`src/rtl/dmc_preamble_deframer_if.sv`:
```
// Bit-stream in / payload-word out link between the DMC edge decoder and the
// preamble deframer.
interface dmc_preamble_deframer_if #(
  parameter int WORD_W = 8
);
  logic              bit_i;
  logic              bit_stb_i;
  logic [WORD_W-1:0] word_o;
  logic              word_vld_o;
  logic              preamble_double_check_o;
  logic              frame_done_o;
  logic              frame_err_o;
  logic              busy_o;
  logic [2:0]        state_o;

  modport master (
    output bit_i, bit_stb_i,
    input  word_o, word_vld_o, preamble_double_check_o, frame_done_o,
    input  frame_err_o, busy_o, state_o
  );

  modport slave (
    input  bit_i, bit_stb_i,
    output word_o, word_vld_o, preamble_double_check_o, frame_done_o,
    output frame_err_o, busy_o, state_o
  );
endinterface

```
`src/rtl/dmc_preamble_deframer.sv`:
```
// Hunts for a back-to-back 8-bit preamble in the decoded bit stream, then
// descrambles (x^7+x^6+1) and packs the payload into WORD_W-bit words.
module dmc_preamble_deframer #(
  parameter logic [7:0] PREAMBLE    = 8'b10101100,
  parameter int         WORD_W      = 8,
  parameter int         FRAME_WORDS = 4,
  parameter logic [6:0] LFSR_SEED   = 7'h7F,
  parameter int         TIMEOUT     = 64
) (
  input  logic                  clk_i,
  input  logic                  reset,
  input  logic                  enable,
  dmc_preamble_deframer_if.slave bus_if
);

  typedef enum logic [2:0] {
    S_HUNT    = 3'b001,
    S_CONFIRM = 3'b010,
    S_PAYLOAD = 3'b100
  } state_e;

  // bit_cnt also counts the 8 confirm strobes, so it never drops below 3 bits
  localparam int CNT_W = ($clog2(WORD_W) > 3) ? $clog2(WORD_W) : 3;
  localparam logic [CNT_W-1:0] CONF_LAST = CNT_W'(7);
  localparam logic [CNT_W-1:0] BIT_LAST  = CNT_W'(WORD_W - 1);
  localparam logic [3:0]       WORD_LAST = 4'(FRAME_WORDS - 1);
  localparam logic [7:0]       TO_LAST   = 8'(TIMEOUT - 1);

  state_e            state_q;
  logic [6:0]        sr_q;
  logic [7:0]        sr_d;
  logic [6:0]        lfsr_q, lfsr_d;
  logic [WORD_W-2:0] shacc_q;
  logic [WORD_W-1:0] shacc_d;
  logic [CNT_W-1:0]  bit_cnt_q;
  logic [3:0]        word_cnt_q;
  logic [7:0]        tcnt_q;
  logic              d_bit;
  logic              pre_hit;

  logic [WORD_W-1:0] word_q;
  logic              word_vld_q, pdc_q, done_q, err_q, busy_q;

  // sr_q holds the seven most recent bits; the incoming bit completes the window
  assign sr_d    = {sr_q, bus_if.bit_i};
  assign pre_hit = (sr_d == PREAMBLE);
  assign d_bit   = bus_if.bit_i ^ lfsr_q[6];
  assign lfsr_d  = {lfsr_q[5:0], lfsr_q[6] ^ lfsr_q[5]};
  assign shacc_d = {shacc_q, d_bit};

  always_ff @(posedge clk_i or posedge reset) begin
    if (reset) begin
      state_q    <= S_HUNT;
      sr_q       <= '0;
      lfsr_q     <= LFSR_SEED;
      shacc_q    <= '0;
      bit_cnt_q  <= '0;
      word_cnt_q <= '0;
      tcnt_q     <= '0;
      word_q     <= '0;
      word_vld_q <= 1'b0;
      pdc_q      <= 1'b0;
      done_q     <= 1'b0;
      err_q      <= 1'b0;
      busy_q     <= 1'b0;
    end else begin
      word_vld_q <= 1'b0;
      pdc_q      <= 1'b0;
      done_q     <= 1'b0;
      err_q      <= 1'b0;
      if (!enable) begin
        state_q    <= S_HUNT;
        busy_q     <= 1'b0;
        sr_q       <= '0;
        shacc_q    <= '0;
        bit_cnt_q  <= '0;
        word_cnt_q <= '0;
        tcnt_q     <= '0;
      end else if (bus_if.bit_stb_i) begin
        sr_q   <= sr_d[6:0];
        tcnt_q <= '0;
        unique case (state_q)
          S_HUNT: begin
            if (pre_hit) begin
              state_q   <= S_CONFIRM;
              busy_q    <= 1'b1;
              bit_cnt_q <= '0;
            end
          end
          S_CONFIRM: begin
            if (bit_cnt_q == CONF_LAST) begin
              bit_cnt_q  <= '0;
              word_cnt_q <= '0;
              if (pre_hit) begin
                pdc_q   <= 1'b1;
                lfsr_q  <= LFSR_SEED;
                state_q <= S_PAYLOAD;
              end else begin
                state_q <= S_HUNT;
                busy_q  <= 1'b0;
              end
            end else begin
              bit_cnt_q <= bit_cnt_q + 1'b1;
            end
          end
          S_PAYLOAD: begin
            lfsr_q  <= lfsr_d;
            shacc_q <= shacc_d[WORD_W-2:0];
            if (bit_cnt_q == BIT_LAST) begin
              word_q     <= shacc_d;
              word_vld_q <= 1'b1;
              bit_cnt_q  <= '0;
              word_cnt_q <= word_cnt_q + 4'd1;
              if (word_cnt_q == WORD_LAST) begin
                done_q  <= 1'b1;
                state_q <= S_HUNT;
                busy_q  <= 1'b0;
              end
            end else begin
              bit_cnt_q <= bit_cnt_q + 1'b1;
            end
          end
          default: begin
            state_q <= S_HUNT;
            busy_q  <= 1'b0;
          end
        endcase
      end else if (state_q != S_HUNT) begin
        // Strobe-less cycle while framing: abort once the gap reaches TIMEOUT
        if (tcnt_q == TO_LAST) begin
          err_q     <= 1'b1;
          state_q   <= S_HUNT;
          busy_q    <= 1'b0;
          tcnt_q    <= '0;
          bit_cnt_q <= '0;
        end else if (tcnt_q != 8'hFF) begin
          tcnt_q <= tcnt_q + 8'd1;
        end
      end
    end
  end

  assign bus_if.word_o                  = word_q;
  assign bus_if.word_vld_o              = word_vld_q;
  assign bus_if.preamble_double_check_o = pdc_q;
  assign bus_if.frame_done_o            = done_q;
  assign bus_if.frame_err_o             = err_q;
  assign bus_if.busy_o                  = busy_q;
  assign bus_if.state_o                 = state_q;

endmodule

```
`src/flat_wrapper.sv`:
```
// flat-port wrapper written by rule: the top's interface ports become plain ports
module dmc_preamble_deframer_flat 
#(
  parameter logic [7:0] PREAMBLE    = 8'b10101100,
  parameter int         WORD_W      = 8,
  parameter int         FRAME_WORDS = 4,
  parameter logic [6:0] LFSR_SEED   = 7'h7F,
  parameter int         TIMEOUT     = 64
)
  (clk_i, reset, enable, bus_if_bit_i, bus_if_bit_stb_i, bus_if_word_o, bus_if_word_vld_o, bus_if_preamble_double_check_o, bus_if_frame_done_o, bus_if_frame_err_o, bus_if_busy_o, bus_if_state_o);
  dmc_preamble_deframer_if #(.WORD_W(WORD_W)) bus_if_i ();
  input  logic clk_i;
  input  logic reset;
  input  logic enable;
  input wire logic [$bits(bus_if_i.bit_i)-1:0] bus_if_bit_i;
  input wire logic [$bits(bus_if_i.bit_stb_i)-1:0] bus_if_bit_stb_i;
  output wire logic [$bits(bus_if_i.word_o)-1:0] bus_if_word_o;
  output wire logic [$bits(bus_if_i.word_vld_o)-1:0] bus_if_word_vld_o;
  output wire logic [$bits(bus_if_i.preamble_double_check_o)-1:0] bus_if_preamble_double_check_o;
  output wire logic [$bits(bus_if_i.frame_done_o)-1:0] bus_if_frame_done_o;
  output wire logic [$bits(bus_if_i.frame_err_o)-1:0] bus_if_frame_err_o;
  output wire logic [$bits(bus_if_i.busy_o)-1:0] bus_if_busy_o;
  output wire logic [$bits(bus_if_i.state_o)-1:0] bus_if_state_o;
  assign bus_if_i.bit_i = bus_if_bit_i;
  assign bus_if_i.bit_stb_i = bus_if_bit_stb_i;
  assign bus_if_word_o = bus_if_i.word_o;
  assign bus_if_word_vld_o = bus_if_i.word_vld_o;
  assign bus_if_preamble_double_check_o = bus_if_i.preamble_double_check_o;
  assign bus_if_frame_done_o = bus_if_i.frame_done_o;
  assign bus_if_frame_err_o = bus_if_i.frame_err_o;
  assign bus_if_busy_o = bus_if_i.busy_o;
  assign bus_if_state_o = bus_if_i.state_o;
  dmc_preamble_deframer #(.PREAMBLE(PREAMBLE), .WORD_W(WORD_W), .FRAME_WORDS(FRAME_WORDS), .LFSR_SEED(LFSR_SEED), .TIMEOUT(TIMEOUT)) u_core (.clk_i(clk_i), .reset(reset), .enable(enable), .bus_if(bus_if_i));
endmodule
```
`config.mk`:
```
export PLATFORM = sky130hd
export DESIGN_NAME = dmc_preamble_deframer_flat
export DESIGN_NICKNAME = d
export VERILOG_FILES = /design/src/rtl/dmc_preamble_deframer_if.sv /design/src/rtl/dmc_preamble_deframer.sv /design/src/flat_wrapper.sv
export SDC_FILE = /design/constraint.sdc
export NUM_CORES = 1
export LEC_CHECK = 0
export BUFFER_PORTS_ARGS = -buffer_cell sky130_fd_sc_hd__clkbuf_2
export CAP_MARGIN = 20
export CORE_AREA = 10 10 96 98
export DETAILED_ROUTE_END_ITERATION = 10
export DIE_AREA = 0 0 106 108
export HOLD_SLACK_MARGIN = 0.08
export PLACE_DENSITY = 0.47
export SLEW_MARGIN = 30
export SYNTH_ARGS = -nofsm -noshare
export SYNTH_HDL_FRONTEND = slang
export SYNTH_SLANG_ARGS = --single-unit
```
`constraint.sdc`:
```
create_clock -name clk_i -period 3 [get_ports clk_i]
set_input_delay 0.6 -clock clk_i [delete_from_list [all_inputs] [get_ports clk_i]]
set_output_delay 0.6 -clock clk_i [all_outputs]
set_load 0.005 [all_outputs]
```
* Yosys cells after proc, flatten, opt, wreduce, memory -nomap -nowiden
Index checks and enable logic that the tools add are counted.
Operators by class: $add $sub $neg 3, bitwise gates (word level) 2, equality and inequality tests 25, reductions and logical operators 10, mux-type cells 63
Operator list (number):
- 7-bit two-way mux | 7
- 3-bit two-way mux | 15
- 8-bit two-way mux | 5
- 1-bit two-way mux | 27
- 4-bit by 3-bit != test with 1-bit output, second input constant | 5
- 4-bit two-way mux | 4
- 7-bit case mux with 2 select lines | 1
- 3-bit by 1-bit != test with 1-bit output, second input constant | 4
- 4-bit AND reduction | 3
- 3-bit case mux with 3 select lines | 1
- 8-bit by 1-bit adder with 8-bit output, second input constant | 1
- 8-bit by 6-bit equality test with 1-bit output, second input constant | 1
- 8-bit equality test, second input constant | 1
- 2-bit by 1-bit != test with 1-bit output, second input constant | 4
- 8-bit != test, second input constant | 1
- 4-bit case mux with 2 select lines | 1
- 7-bit AND reduction | 1
- 3-bit equality test, second input constant | 2
- 3-bit by 2-bit != test with 1-bit output, second input constant | 2
- 3-bit case mux with 2 select lines | 1
- 6-bit AND reduction | 1
- 5-bit AND reduction | 1
- 4-bit by 1-bit adder with 4-bit output, second input constant | 1
- 4-bit by 2-bit equality test with 1-bit output, second input constant | 1
- 10 further kinds | 12
Word-level totals: register bits 52, word-level logic and storage cells 116, output and inout bits 16

* Logic depth before layout (Yosys ltp)
Gate-level depths: netlist (run 1).
word-level depth 6, depth in mapped cells 6

* Worst setup path before layout (run 1)
Ideal clock, no wire load.
kind reg-to-reg, start register u_core.state_q[0] (netlist: u_core.bus_if.state_o[0]), end register u_core.state_q[2] (netlist: u_core.bus_if.state_o[2]), arrival time 1764 ps, period minus slack after synthesis 1892 ps, path slack 1108 ps, cell stages (with the launch flop) 6, path buffers 1, cells stage by stage dfstp_2 -> or3b_1 -> buf_2 -> a41o_1 -> o221ai_2 -> mux2_1
On the way: cells in the longest elaborated chain, start to end 4, elaborated cells between the ends (all ways) 13, those cells by class eq/ne: 9; mux: 3; reduce/logical: 1
RTL lines:
- from (decl) | RTL line dmc_preamble_deframer.sv:29 | state_e state_q;
- from (signal assigned) | RTL line dmc_preamble_deframer.sv:53 | state_q <= S_HUNT;
- from (signal assigned) | RTL line dmc_preamble_deframer.sv:72 | state_q <= S_HUNT;
- from (signal assigned) | RTL line dmc_preamble_deframer.sv:85 | state_q <= S_CONFIRM;
- 3-bit equality test (tied with other cells) | RTL line dmc_preamble_deframer.sv:82 | unique case (state_q)
- 3-bit case mux with 3 select lines | RTL line dmc_preamble_deframer.sv:82
- 3-bit two-way mux | RTL line dmc_preamble_deframer.sv:79 | end else if (bus_if.bit_stb_i) begin
- 3-bit two-way mux | RTL line dmc_preamble_deframer.sv:71 | if (!enable) begin
Parallel ways exist; a longest one is shown, timed or not. A chain may end at the register's enable or synchronous reset.

* Worst setup path after layout (run 1)
Ends and elaborated chain as after synthesis.

==> key figures, run 1 <==
CTS
  – Number of buffers created by CTS: 5
  – CTS tree: done
  – Maximum level of the CTS H-tree: 2
  – Hold Buf Count CTS: 0
  – Clock insertion delay at the later pin of the skew report: 0.31 ns
  – Number of instances resized during post-cts repair: 0
  – Number of sinks on the clock net: 52
  – Setup Fix Bufs, Post-CTS: 0
  – Clock Pin Slew Worst Setup and Hold Paths: 0.11 ns
  – Clock root buffer master: clkbuf_8
  – Deepest clock path buffer count: 2

Timing
  – Final setup TNS: 0 ns
  – Share of the clock period used by the worst path after layout: 68.18%
  – RSZ-0062 raised after global routing: no
  – Final setup skew: 0.01029 ns
  – Worst-margin pin slew: 0.6596 ns
  – Highest clock rate: 0.4889 GHz
  – Pins Over Slew Limit: 0
  – Min Tclk post-route: 2.045 ns
  – Final worst slack: 0.9546 ns
  – Final Setup Violations: 0
  – Headroom to the max-slew limit: 55.76%
  – Hold Vio Cnt, Final: 0

Synthesis
  – Warnings, synthesis: 0
  – Library cell with the largest summed area after synthesis: dfrtp_1
  – Net count after synthesis: 241
  – Unique masters post-synth: 52
  – Ranking of synthesized cells by instance count: 48 x nand2_1, 44 x dfrtp_1, 9 x mux2i_1, 9 x nor2b_1
  – Most numerous cell in the Yosys netlist: nand2_1
  – Instance count of the mapped netlist: 231
  – EDFF count, synth: 0
  – Sequential share of the synthesized area: 52.58%
  – Top flip-flop cell by instance count after synthesis: dfrtp_1
  – Flop and latch count out of synthesis: 52
  – Cell types occupying the most area after synthesis: dfrtp_1 44%, dfstp_2 8.4%, nand2_1 7.2%, mux2i_1 3.6%, mux2_2 3.2%
  – Portion of synthesized cell area occupied by the leading cell type: 44.15%
  – Cell Area, Synth: 2494 sq um
  – Share of flip-flops with an asynchronous set or reset after synthesis: 100.0%
  – Syn_area_per_cell: 10.79 sq um

Finish
  – N_diodes: 0
  – Share of cells above drive strength 1: 20.87%
  – Fin nets: 263
  – Post-layout instance count excluding filler cells: 356
  – Core Util, Final: 37.60%
  – Synthesis-to-finish area growth: 12.29%

Place
  – Port bufs: 20
  – Worst Setup Slack post-DPL: 0.7260 ns
  – Post-DP HPWL: 3419 microns
  – Post-placement cell count: 348
  – Routability cong.: 0.7324

Routing
  – Via count: 1,705
  – Iteration count of the initial detailed-routing pass: 4
  – Mean routed wirelength per cell: 14.15 microns
  – Number of design-rule violations left by the first detailed-router iteration: 48
  – Wirelength, routed: 5039 microns
  – Average via count per standard cell: 4.789
  – Antenna Violating Nets Remaining: 0
  – # DRC: 0

Pwr
  – Design Power: 1171 uW
  – Leak: 0.001270 uW
  – Maximum resistive drop on vdd: 0.1967 mV
  – PwrDens: 418.2 nW/um^2

Setup path
  – Type of the worst setup path: reg -> reg
  – CP Capture Type: flop
  – Critical Path RT: 3.20 ns
  – Arr. time, crit path: 2.24 ns
  – Maximum fanout encountered on the critical timing path: 9
  – Crit path launch type: flop

Die
  – Total number of placement rows: 32
  – Die Height: 108 microns
  – Starting density of the core: 33.48%
  – Die footprint: 11,450 sq um
  – Chip width: 106 microns
  – Std-Cell Core Area: 7447 sq um
  – Top-level I/O count: 21

Status
  – Result of the run: finished clean

Hold path
  – Hold/Removal Path Class: in -> async

Job
  – Max capacitance violation total: 0

Global route
  – Congestion Overflow GR: 0
  – Via count of the first global-routing pass: 1,741
  – Initial antenna violation count: 0
  – Global-route wire length before repair: 8597 microns
  – Maximum number of pins on one net before global-route repair: 53
  – Overall routing resource usage: 9.147%
-- registers in the layout, summed over array words and instances, names as in the netlist --
name,cells
u_core.lfsr_q,7
u_core.bus_if.word_vld_o,1
u_core.bus_if.frame_err_o,1
u_core.sr_q,7
u_core.bus_if.busy_o,1
u_core.bus_if.state_o,3
u_core.bus_if.frame_done_o,1
u_core.bus_if.word_o,8
u_core.shacc_q,7
u_core.tcnt_q,8
u_core.bit_cnt_q,3
u_core.bus_if.preamble_double_check_o,1
u_core.word_cnt_q,4
-- cells in the final DEF, fill, tap and decap left out, types with 2 or more instances in the layout --
cell type  count
nor2_1         7
nand2b_1       3
nand3_1        6
clkbuf_2      20
and3_1         2
ha_1           5
and2_1         4
nand2_1       48
nor4bb_1       3
a22o_1         3
or3b_1         2
buf_4          2
inv_1          4
clkinv_4       2
inv_2          2
mux2i_1        9
a21boi_0       8
clkbuf_8       5
or3_1          2
a21oi_1        5
nor3b_1        3
nor3_1         2
dfstp_2        8
mux2_2         7
xor2_1         2
dfrtp_1       44
a32o_1         2
nor2b_1        9
xnor2_1        4
o21a_1         2
or2b_1         4
o21ai_0        4
-- logic make-up after synthesis --
| logic type | count (synthesis) | share of synthesized area [%] |
|---|---|---|
| adder cells (fa/ha/maj) | 5 | 2.509 |
| AND/OR/NAND/NOR | 101 | 21.73 |
| AO/OA/AOI/OAI | 37 | 11.69 |
| multiplexers | 17 | 7.226 |
| flip-flops | 52 | 52.58 |
| buffers and inverters | 13 | 2.157 |
| XOR/XNOR | 6 | 2.107 |
-- worst paths after layout --
| kind | from | end | slack (ns) | cells after the start |
|---|---|---|---|---|
| max | u_core.bus_if.state_o[0]$_DFFE_PP1P_ | u_core.bus_if.state_o[2]$_DFFE_PP0P_ | 0.95 | 4 |
| min | reset | u_core.bus_if.word_vld_o$_DFF_PP0_ | 0.43 | 3 |
| max reg2reg | u_core.bus_if.state_o[0]$_DFFE_PP1P_ | u_core.bus_if.state_o[2]$_DFFE_PP0P_ | 0.95 | 4 |
| min reg2reg | u_core.shacc_q[6]$_DFFE_PP0P_ | u_core.bus_if.word_o[7]$_DFFE_PP0P_ | 0.49 | 2 |
| max in group asynchronous | reset | u_core.bus_if.state_o[1]$_DFFE_PP0P_ | 2.11 | 3 |
| min in group clk_i | u_core.shacc_q[6]$_DFFE_PP0P_ | u_core.bus_if.word_o[7]$_DFFE_PP0P_ | 0.49 | 2 |
-- through the flow --
step,hold WS [ns],cell area (sq um)
CTS,0.4672,2800
global route,0.4817,2800
global placement,0.4621,2705
finish,0.4285,2800
floorplan,0.4386,2494
detailed placement,0.4678,2705
-- area by class of cell --
| type | count | area (sq um) |
|---|---|---|
| clock buffer | 5 | 68.82 |
| clock inverter | 3 | 26.28 |
| fill | 761 | 4647 |
| inverter | 6 | 22.52 |
| multi-input combinational | 166 | 1129 |
| sequential | 52 | 1311 |
| tap | 102 | 127.6 |
| timing repair buffer | 22 | 115.1 |
-- where the power goes --
part,internal (uW),leakage (uW),switching [uW],total (uW)
sequential,703,0.000697,1.19,704
clock,171,0.0000487,253,424
combinational,12.9,0.000525,30.6,43.5
-- metal layers --
layer  vias up  track usage, %  wire [microns]
met5         -               0               0
met4         0           2.901              48
met3         4           2.617             167
met2        21           15.02            2388
met1       828           11.41            2435
li1        852               -               -
-- worst max-delay path, cell delays in order (launching register included) --
cell and delay, ns:
dfstp_2 0.63, or3b_1 0.47, a41o_1 0.34, o221ai_2 0.14, mux2_1 0.35
(Power assumes the default switching activity.)
==> run 2, diff against run 1 <==
--- a/config.mk
+++ b/config.mk
@@ -5,13 +5,14 @@
 export SDC_FILE = /design/constraint.sdc
 export NUM_CORES = 1
 export LEC_CHECK = 0
+export ABC_AREA = 1
 export BUFFER_PORTS_ARGS = -buffer_cell sky130_fd_sc_hd__clkbuf_2
 export CAP_MARGIN = 20
 export CORE_AREA = 10 10 96 98
 export DETAILED_ROUTE_END_ITERATION = 10
 export DIE_AREA = 0 0 106 108
 export HOLD_SLACK_MARGIN = 0.08
-export PLACE_DENSITY = 0.47
+export PLACE_DENSITY = 0.49
 export SLEW_MARGIN = 30
 export SYNTH_ARGS = -nofsm -noshare
 export SYNTH_HDL_FRONTEND = slang
==> constraint.sdc (replaced) <==
create_clock -name clk_i -period 1.7 [get_ports clk_i]
set_input_delay 0.34 -clock clk_i [delete_from_list [all_inputs] [get_ports clk_i]]
set_output_delay 0.34 -clock clk_i [all_outputs]
set_load 0.005 [all_outputs]
==> run 2 against run 1 <==
Effect of this change:
- total power increased by 120%
- combinational power increased to 8.8 times the previous value
- via count increased by 13%
- critical path type unchanged
==> key figures, run 2 <==
Timing
  – Final setup skew: 0.01291 ns
  – Headroom to the max-slew limit: 61.50%
  – Final Setup Violations: 0
  – Final setup TNS: 0 ns
  – Final worst slack: 0.1350 ns
  – Min Tclk post-route: 1.565 ns
  – Hold Vio Cnt, Final: 0
  – Share of the clock period used by the worst path after layout: 92.06%
  – Highest clock rate: 0.6390 GHz
  – Pins Over Slew Limit: 0
  – Worst-margin pin slew: 0.5775 ns
  – RSZ-0062 raised after global routing: no

Die
  – Total number of placement rows: 32
  – Std-Cell Core Area: 7447 sq um
  – Die Height: 108 microns
  – Die footprint: 11,450 sq um
  – Top-level I/O count: 21
  – Starting density of the core: 33.62%
  – Chip width: 106 microns

Setup path
  – Maximum fanout encountered on the critical timing path: 6
  – CP Capture Type: flop
  – Crit path launch type: flop
  – Critical Path RT: 1.95 ns
  – Type of the worst setup path: reg -> reg
  – Arr. time, crit path: 1.82 ns

Synthesis
  – EDFF count, synth: 0
  – Instance count of the mapped netlist: 291
  – Net count after synthesis: 301
  – Portion of synthesized cell area occupied by the leading cell type: 43.98%
  – Warnings, synthesis: 0
  – Unique masters post-synth: 29
  – Syn_area_per_cell: 8.604 sq um
  – Sequential share of the synthesized area: 52.37%
  – Flop and latch count out of synthesis: 52
  – Ranking of synthesized cells by instance count: 77 x nand2_1, 44 x dfrtp_1, 36 x inv_1
  – Library cell with the largest summed area after synthesis: dfrtp_1
  – Share of flip-flops with an asynchronous set or reset after synthesis: 100.0%
  – Cell Area, Synth: 2504 sq um
  – Most numerous cell in the Yosys netlist: nand2_1
  – Top flip-flop cell by instance count after synthesis: dfrtp_1
  – Cell types occupying the most area after synthesis: dfrtp_1 44%, nand2_1 12%, dfstp_2 8.4%, inv_1 5.4%, nor2_1 4.9%

Place
  – Port bufs: 20
  – Post-DP HPWL: 3710 microns
  – Area of placed instances: 2748 sq um
  – Worst Setup Slack post-DPL: 0.06676 ns
  – Routability cong.: 0.7611

Global route
  – Overall routing resource usage: 9.339%
  – Initial antenna violation count: 0
  – Congestion Overflow GR: 0
  – Via count of the first global-routing pass: 1,895
  – Maximum number of pins on one net before global-route repair: 53
  – Global-route wire length before repair: 8838 microns

Pwr
  – Switching portion of total power: 28.93%
  – Switch Pwr: 755.6 uW
  – Leak: 0.001429 uW
  – Relative contribution of the clock network to total power: 28.6%
  – Sequential fraction of design power: 56.8%
  – PwrDens: 906.2 nW/um^2
  – Maximum resistive drop on vdd: 0.3072 mV
  – Design Power: 2612 uW
  – Combinational group share of total power: 14.6%
  – Internal power summed over all cells: 1857 uW

Status
  – Result of the run: finished clean

Routing
  – Antenna Violating Nets Remaining: 0
  – Mean routed wirelength per cell: 11.95 microns
  – Via count: 1,933
  – # DRC: 0
  – Wirelength, routed: 5065 microns
  – Number of design-rule violations left by the first detailed-router iteration: 34
  – Average via count per standard cell: 4.559
  – Iteration count of the initial detailed-routing pass: 4

Finish
  – Most common cell after layout, fill and taps aside: nand2_1
  – Top library cells by usage in the layout, fill and taps aside: 75 x nand2_1, 44 x dfrtp_1, 35 x inv_1
  – Share of cells above drive strength 1: 22.67%
  – Final Cell Area: 2883 sq um
  – N_diodes: 0
  – Fin nets: 331
  – Synthesis-to-finish area growth: 15.14%

CTS
  – Deepest clock path buffer count: 2
  – Clock Pin Slew Worst Setup and Hold Paths: 0.10 ns
  – Setup Fix Bufs, Post-CTS: 0
  – Number of buffers created by CTS: 5
  – CTS tree: done
  – Maximum level of the CTS H-tree: 2
  – Clock root buffer master: clkbuf_8
  – Clock insertion delay at the later pin of the skew report: 0.31 ns
  – Number of sinks on the clock net: 52

Hold path
  – Hold/Removal Path Class: in -> reg

Job
  – Max capacitance violation total: 0
## run 2: cell types whose count changed after synthesis, sizes merged, moves of 11 or more
cell,delta
nand2,+36
inv,+33
nor2,+32
o21ai,+17
o22ai,+15
nand3,+11
## run 2: per-layer routing
| metal | wire, microns | part of all wire [%] | global-route usage [%] | vias to the layer above |
|---|---|---|---|---|
| met2 | 2426 | 48 | 15.68 | 21 |
| met5 | 0 | 0 | 0 | - |
| li1 | - | - | - | 993 |
| met3 | 192 | 3.8 | 2.677 | 4 |
| met4 | 52 | 1.0 | 3.191 | 0 |
| met1 | 2393 | 47 | 11.28 | 915 |
## run 2: logic make-up (layout without fill, tap and decap cells)
group                    Yosys count  count (layout)  synth area share (%)
AND/OR/NAND/NOR                  146             146                 25.64
flip-flops                        52              52                 52.37
buffers and inverters             43              74                 7.546
AO/OA/AOI/OAI                     41              41                 10.49
adder cells (fa/ha/maj)            5               5                 2.499
XOR/XNOR                           3               3                 1.050
multiplexers                       1               1                0.3998
## run 2: final timing paths
kind	startpoint	endpoint	slack (ns)	depth (start not counted)
max	u_core.bit_cnt_q[0]$_DFFE_PP0P_	u_core.bus_if.state_o[1]$_DFFE_PP0P_	0.13	9
min	bus_if_bit_i	u_core.sr_q[0]$_DFFE_PP0P_	0.35	3
max reg2reg	u_core.bit_cnt_q[0]$_DFFE_PP0P_	u_core.bus_if.state_o[1]$_DFFE_PP0P_	0.13	9
min reg2reg	u_core.lfsr_q[4]$_DFFE_PP1P_	u_core.lfsr_q[4]$_DFFE_PP1P_	0.49	2
max in group asynchronous	reset	u_core.lfsr_q[0]$_DFFE_PP1P_	0.81	4
min in group asynchronous	reset	u_core.bus_if.word_o[2]$_DFFE_PP0P_	0.58	4
## run 2: per-stage QoR
stage          hold WS (ns)  utilization, %  instances
2_1_floorplan        0.4459               -        291
3_3_place_gp         0.4002           36.90        415
3_5_place_dp         0.4003           36.90        415
4_1_cts              0.3296           38.31        424
5_1_grt              0.3536           38.71        424
6_report             0.3463           38.71        424
## run 2: what timing repair did
| action | in CTS | in global routing |
|---|---|---|
| resized for setup | 0 | 7 |
| hold endpoints to repair | 44 | 0 |
| endpoints found under the setup margin | 0 | 15 |
| hold buffers | 1 | 0 |
## run 2: power groups by stage
stage | registers, uW | clock network [uW] | logic [uW]
floorplan | 1490 | 0 | 279
global placement | 1510 | 0 | 363
detailed placement | 1500 | 0 | 374
CTS | 1480 | 788 | 376
global route | 1500 | 837 | 434
finish | 1480 | 746 | 382
## run 2: layout make-up
| type | count | area (sq um) |
|---|---|---|
| clock inverters | 3 | 26.28 |
| flip-flops and latches | 52 | 1311 |
| inverters | 40 | 155.1 |
| clock buffers | 5 | 68.82 |
| well taps | 102 | 127.6 |
| multi-input cells | 196 | 1033 |
| fillers | 787 | 4564 |
| repair buffers | 26 | 160.2 |
## run 2: critical path, stage by stage, from the launching register on
cell and delay, ns:
dfrtp_1 0.41, ha_1 0.23, ha_1 0.25, nor2_1 0.19
nand2_1 0.07, nand2_1 0.11, nor2_4 0.06, nand2_2 0.08
nand2_1 0.05, nand2_1 0.06
==> run 3, diff against run 2 <==
--- a/config.mk
+++ b/config.mk
@@ -13,7 +13,9 @@
 export DIE_AREA = 0 0 106 108
 export HOLD_SLACK_MARGIN = 0.08
 export PLACE_DENSITY = 0.49
+export RECOVER_POWER = 50
 export SLEW_MARGIN = 30
 export SYNTH_ARGS = -nofsm -noshare
 export SYNTH_HDL_FRONTEND = slang
 export SYNTH_SLANG_ARGS = --single-unit
+export TNS_END_PERCENT = 10
==> run 3 against run 2 <==
Effect of this change:
- first-iteration DRC count grew 12%
- largest cell class unchanged
- sequential power hardly changed
- combinational power fell by 1%
- clock power about the same
- clock-buffer cell count unchanged
- via count is essentially flat
- maximum frequency fell by 0.92%
==> key figures, run 3 (synthesis gave the netlist of run 2 again) <==
Timing
  – Final Setup Violations: 0
  – Min Tclk post-route: 1.580 ns
  – Hold Vio Cnt, Final: 0
  – Pins Over Slew Limit: 0
  – RSZ-0062 raised after global routing: yes
  – Final setup TNS: 0 ns
  – Highest clock rate: 0.6331 GHz
  – Headroom to the max-slew limit: 53.10%
  – Share of the clock period used by the worst path after layout: 92.91%
  – Worst-margin pin slew: 0.7035 ns
  – Final setup skew: 0.008993 ns

Pwr
  – Maximum resistive drop on vdd: 0.3079 mV
  – PwrDens: 908.8 nW/um^2
  – Leak: 0.001417 uW

CTS
  – Deepest clock path buffer count: 2
  – Clock insertion delay at the later pin of the skew report: 0.31 ns
  – CTS tree: done
  – Number of sinks on the clock net: 52
  – Maximum level of the CTS H-tree: 2
  – Number of buffers created by CTS: 5
  – Clock Pin Slew Worst Setup and Hold Paths: 0.10 ns
  – Clock root buffer master: clkbuf_8

Job
  – Max capacitance violation total: 0

Finish
  – Synthesis-to-finish area growth: 14.49%
  – Fin nets: 331
  – Number of fill cells: 787
  – Most common cell after layout, fill and taps aside: nand2_1
  – N_diodes: 0
  – Share of cells above drive strength 1: 21.74%
  – Final Cell Area: 2867 sq um
  – Top library cells by usage in the layout, fill and taps aside: 76 x nand2_1, 44 x dfrtp_1, 35 x inv_1

Routing
  – Number of design-rule violations left by the first detailed-router iteration: 38
  – Via count: 1,934
  – Mean routed wirelength per cell: 11.91 microns
  – Iteration count of the initial detailed-routing pass: 4
  – # DRC: 0
  – Average via count per standard cell: 4.561
  – Wirelength, routed: 5050 microns
  – Antenna Violating Nets Remaining: 0

Setup path
  – Buf/Inv on CP: 0
  – Crit path launch type: flop
  – Arr. time, crit path: 1.83 ns
  – Type of the worst setup path: reg -> reg
  – Cell-by-cell listing of the critical path: ha_1 > ha_1 > nor2_1 > nand2_1 > nand2_1 > nor2_4 > nand2_2 > nand2_1 > nand2_1
  – Maximum fanout encountered on the critical timing path: 6
  – Slowest cell on the critical path: dfrtp_1
  – Maximum cell stage delay along the critical path: 0.41 ns
  – Critical Path RT: 1.95 ns
  – CP most frequent cell: nand2_1
  – Largest delay share family, worst path: simple AND/OR/NAND/NOR gates
  – CP Capture Type: flop

Die
  – Die footprint: 11,450 sq um
  – Total number of placement rows: 32
  – Die Height: 108 microns
  – Starting density of the core: 33.62%
  – Chip width: 106 microns
  – Top-level I/O count: 21
  – Std-Cell Core Area: 7447 sq um

Place
  – Post-DP HPWL: 3710 microns
  – Routability cong.: 0.7611
  – Area of placed instances: 2748 sq um
  – Port bufs: 20

Status
  – Result of the run: finished clean

Global route
  – Via count of the first global-routing pass: 1,895
  – Maximum number of pins on one net before global-route repair: 53
  – Initial antenna violation count: 0
  – Congestion Overflow GR: 0
  – Overall routing resource usage: 9.339%
  – Global-route wire length before repair: 8838 microns

Hold path
  – Hold/Removal Path Class: in -> reg
[run 3: report_power, final]
group / total, uW / internal [uW] / leakage [uW] / switching, uW
Sequential: 1480 / 1400 / 0.000696 / 80.0
Combinational: 378 / 148 / 0.000672 / 229
Clock: 744 / 301 / 0.0000487 / 443
Total: 2600 / 1850 / 0.00142 / 752
[run 3: stage by stage]
step / power, uW / setup WS [ns] / hold slack [ns] / utilization (%) / cells
after floorplan: 1768 / 0.1154 / 0.4459 / - / 291
after global placement: 1869 / 0.06941 / 0.4002 / 36.90 / 415
after detailed placement: 1877 / 0.06676 / 0.4003 / 36.90 / 415
final: 2605 / 0.1205 / 0.3462 / 38.49 / 424
after CTS: 2646 / 0.03657 / 0.3296 / 38.31 / 424
after global routing: 2769 / -0.01209 / 0.3536 / 38.49 / 424
[run 3: worst min-delay path, stage by stage]
cell,delay (ns)
clkbuf_2,0.11
inv_1,0.07
o22ai_1,0.09
[run 3: repair_timing]
| item | 4_1_cts | 5_1_grt |
|---|---|---|
| endpoints found under the hold margin | 44 | 0 |
| setup endpoints to repair | 0 | 15 |
| gates resized for setup | 0 | 6 |
| setup buffers | 0 | 0 |
| hold buffers | 1 | 0 |
[run 3: path summary, 6_finish.rpt]
kind,start,endpoint,cells after the start,slack [ns]
setup / recovery,u_core.bit_cnt_q[0]$_DFFE_PP0P_,u_core.bus_if.state_o[1]$_DFFE_PP0P_,9,0.12
hold / removal,bus_if_bit_i,u_core.sr_q[0]$_DFFE_PP0P_,3,0.35
setup reg to reg,u_core.bit_cnt_q[0]$_DFFE_PP0P_,u_core.bus_if.state_o[1]$_DFFE_PP0P_,9,0.12
hold reg to reg,u_core.lfsr_q[4]$_DFFE_PP1P_,u_core.lfsr_q[4]$_DFFE_PP1P_,2,0.49
max in group asynchronous,reset,u_core.tcnt_q[1]$_DFFE_PP0P_,4,0.48
min in group asynchronous,reset,u_core.bus_if.word_o[2]$_DFFE_PP0P_,4,0.76
[run 3: metal layers]
layer	part of all wire (%)	up-vias	GRT usage, %
li1	-	991	-
met1	47	916	11.28
met2	48	23	15.68
met3	3.7	4	2.677
met4	1.0	0	3.191
met5	0	-	0
[run 3: cell type report]
cell class / count / area, sq um / share of cell area (%)
Tap cell: 102 / 127.6 / 4.452
Sequential cell: 52 / 1311 / 45.74
Timing Repair Buffer: 26 / 146.4 / 5.107
Multi-Input combinational cell: 196 / 1031 / 35.97
Clock inverter: 3 / 26.28 / 0.9166
Inverter: 40 / 155.1 / 5.412
Clock buffer: 5 / 68.82 / 2.401
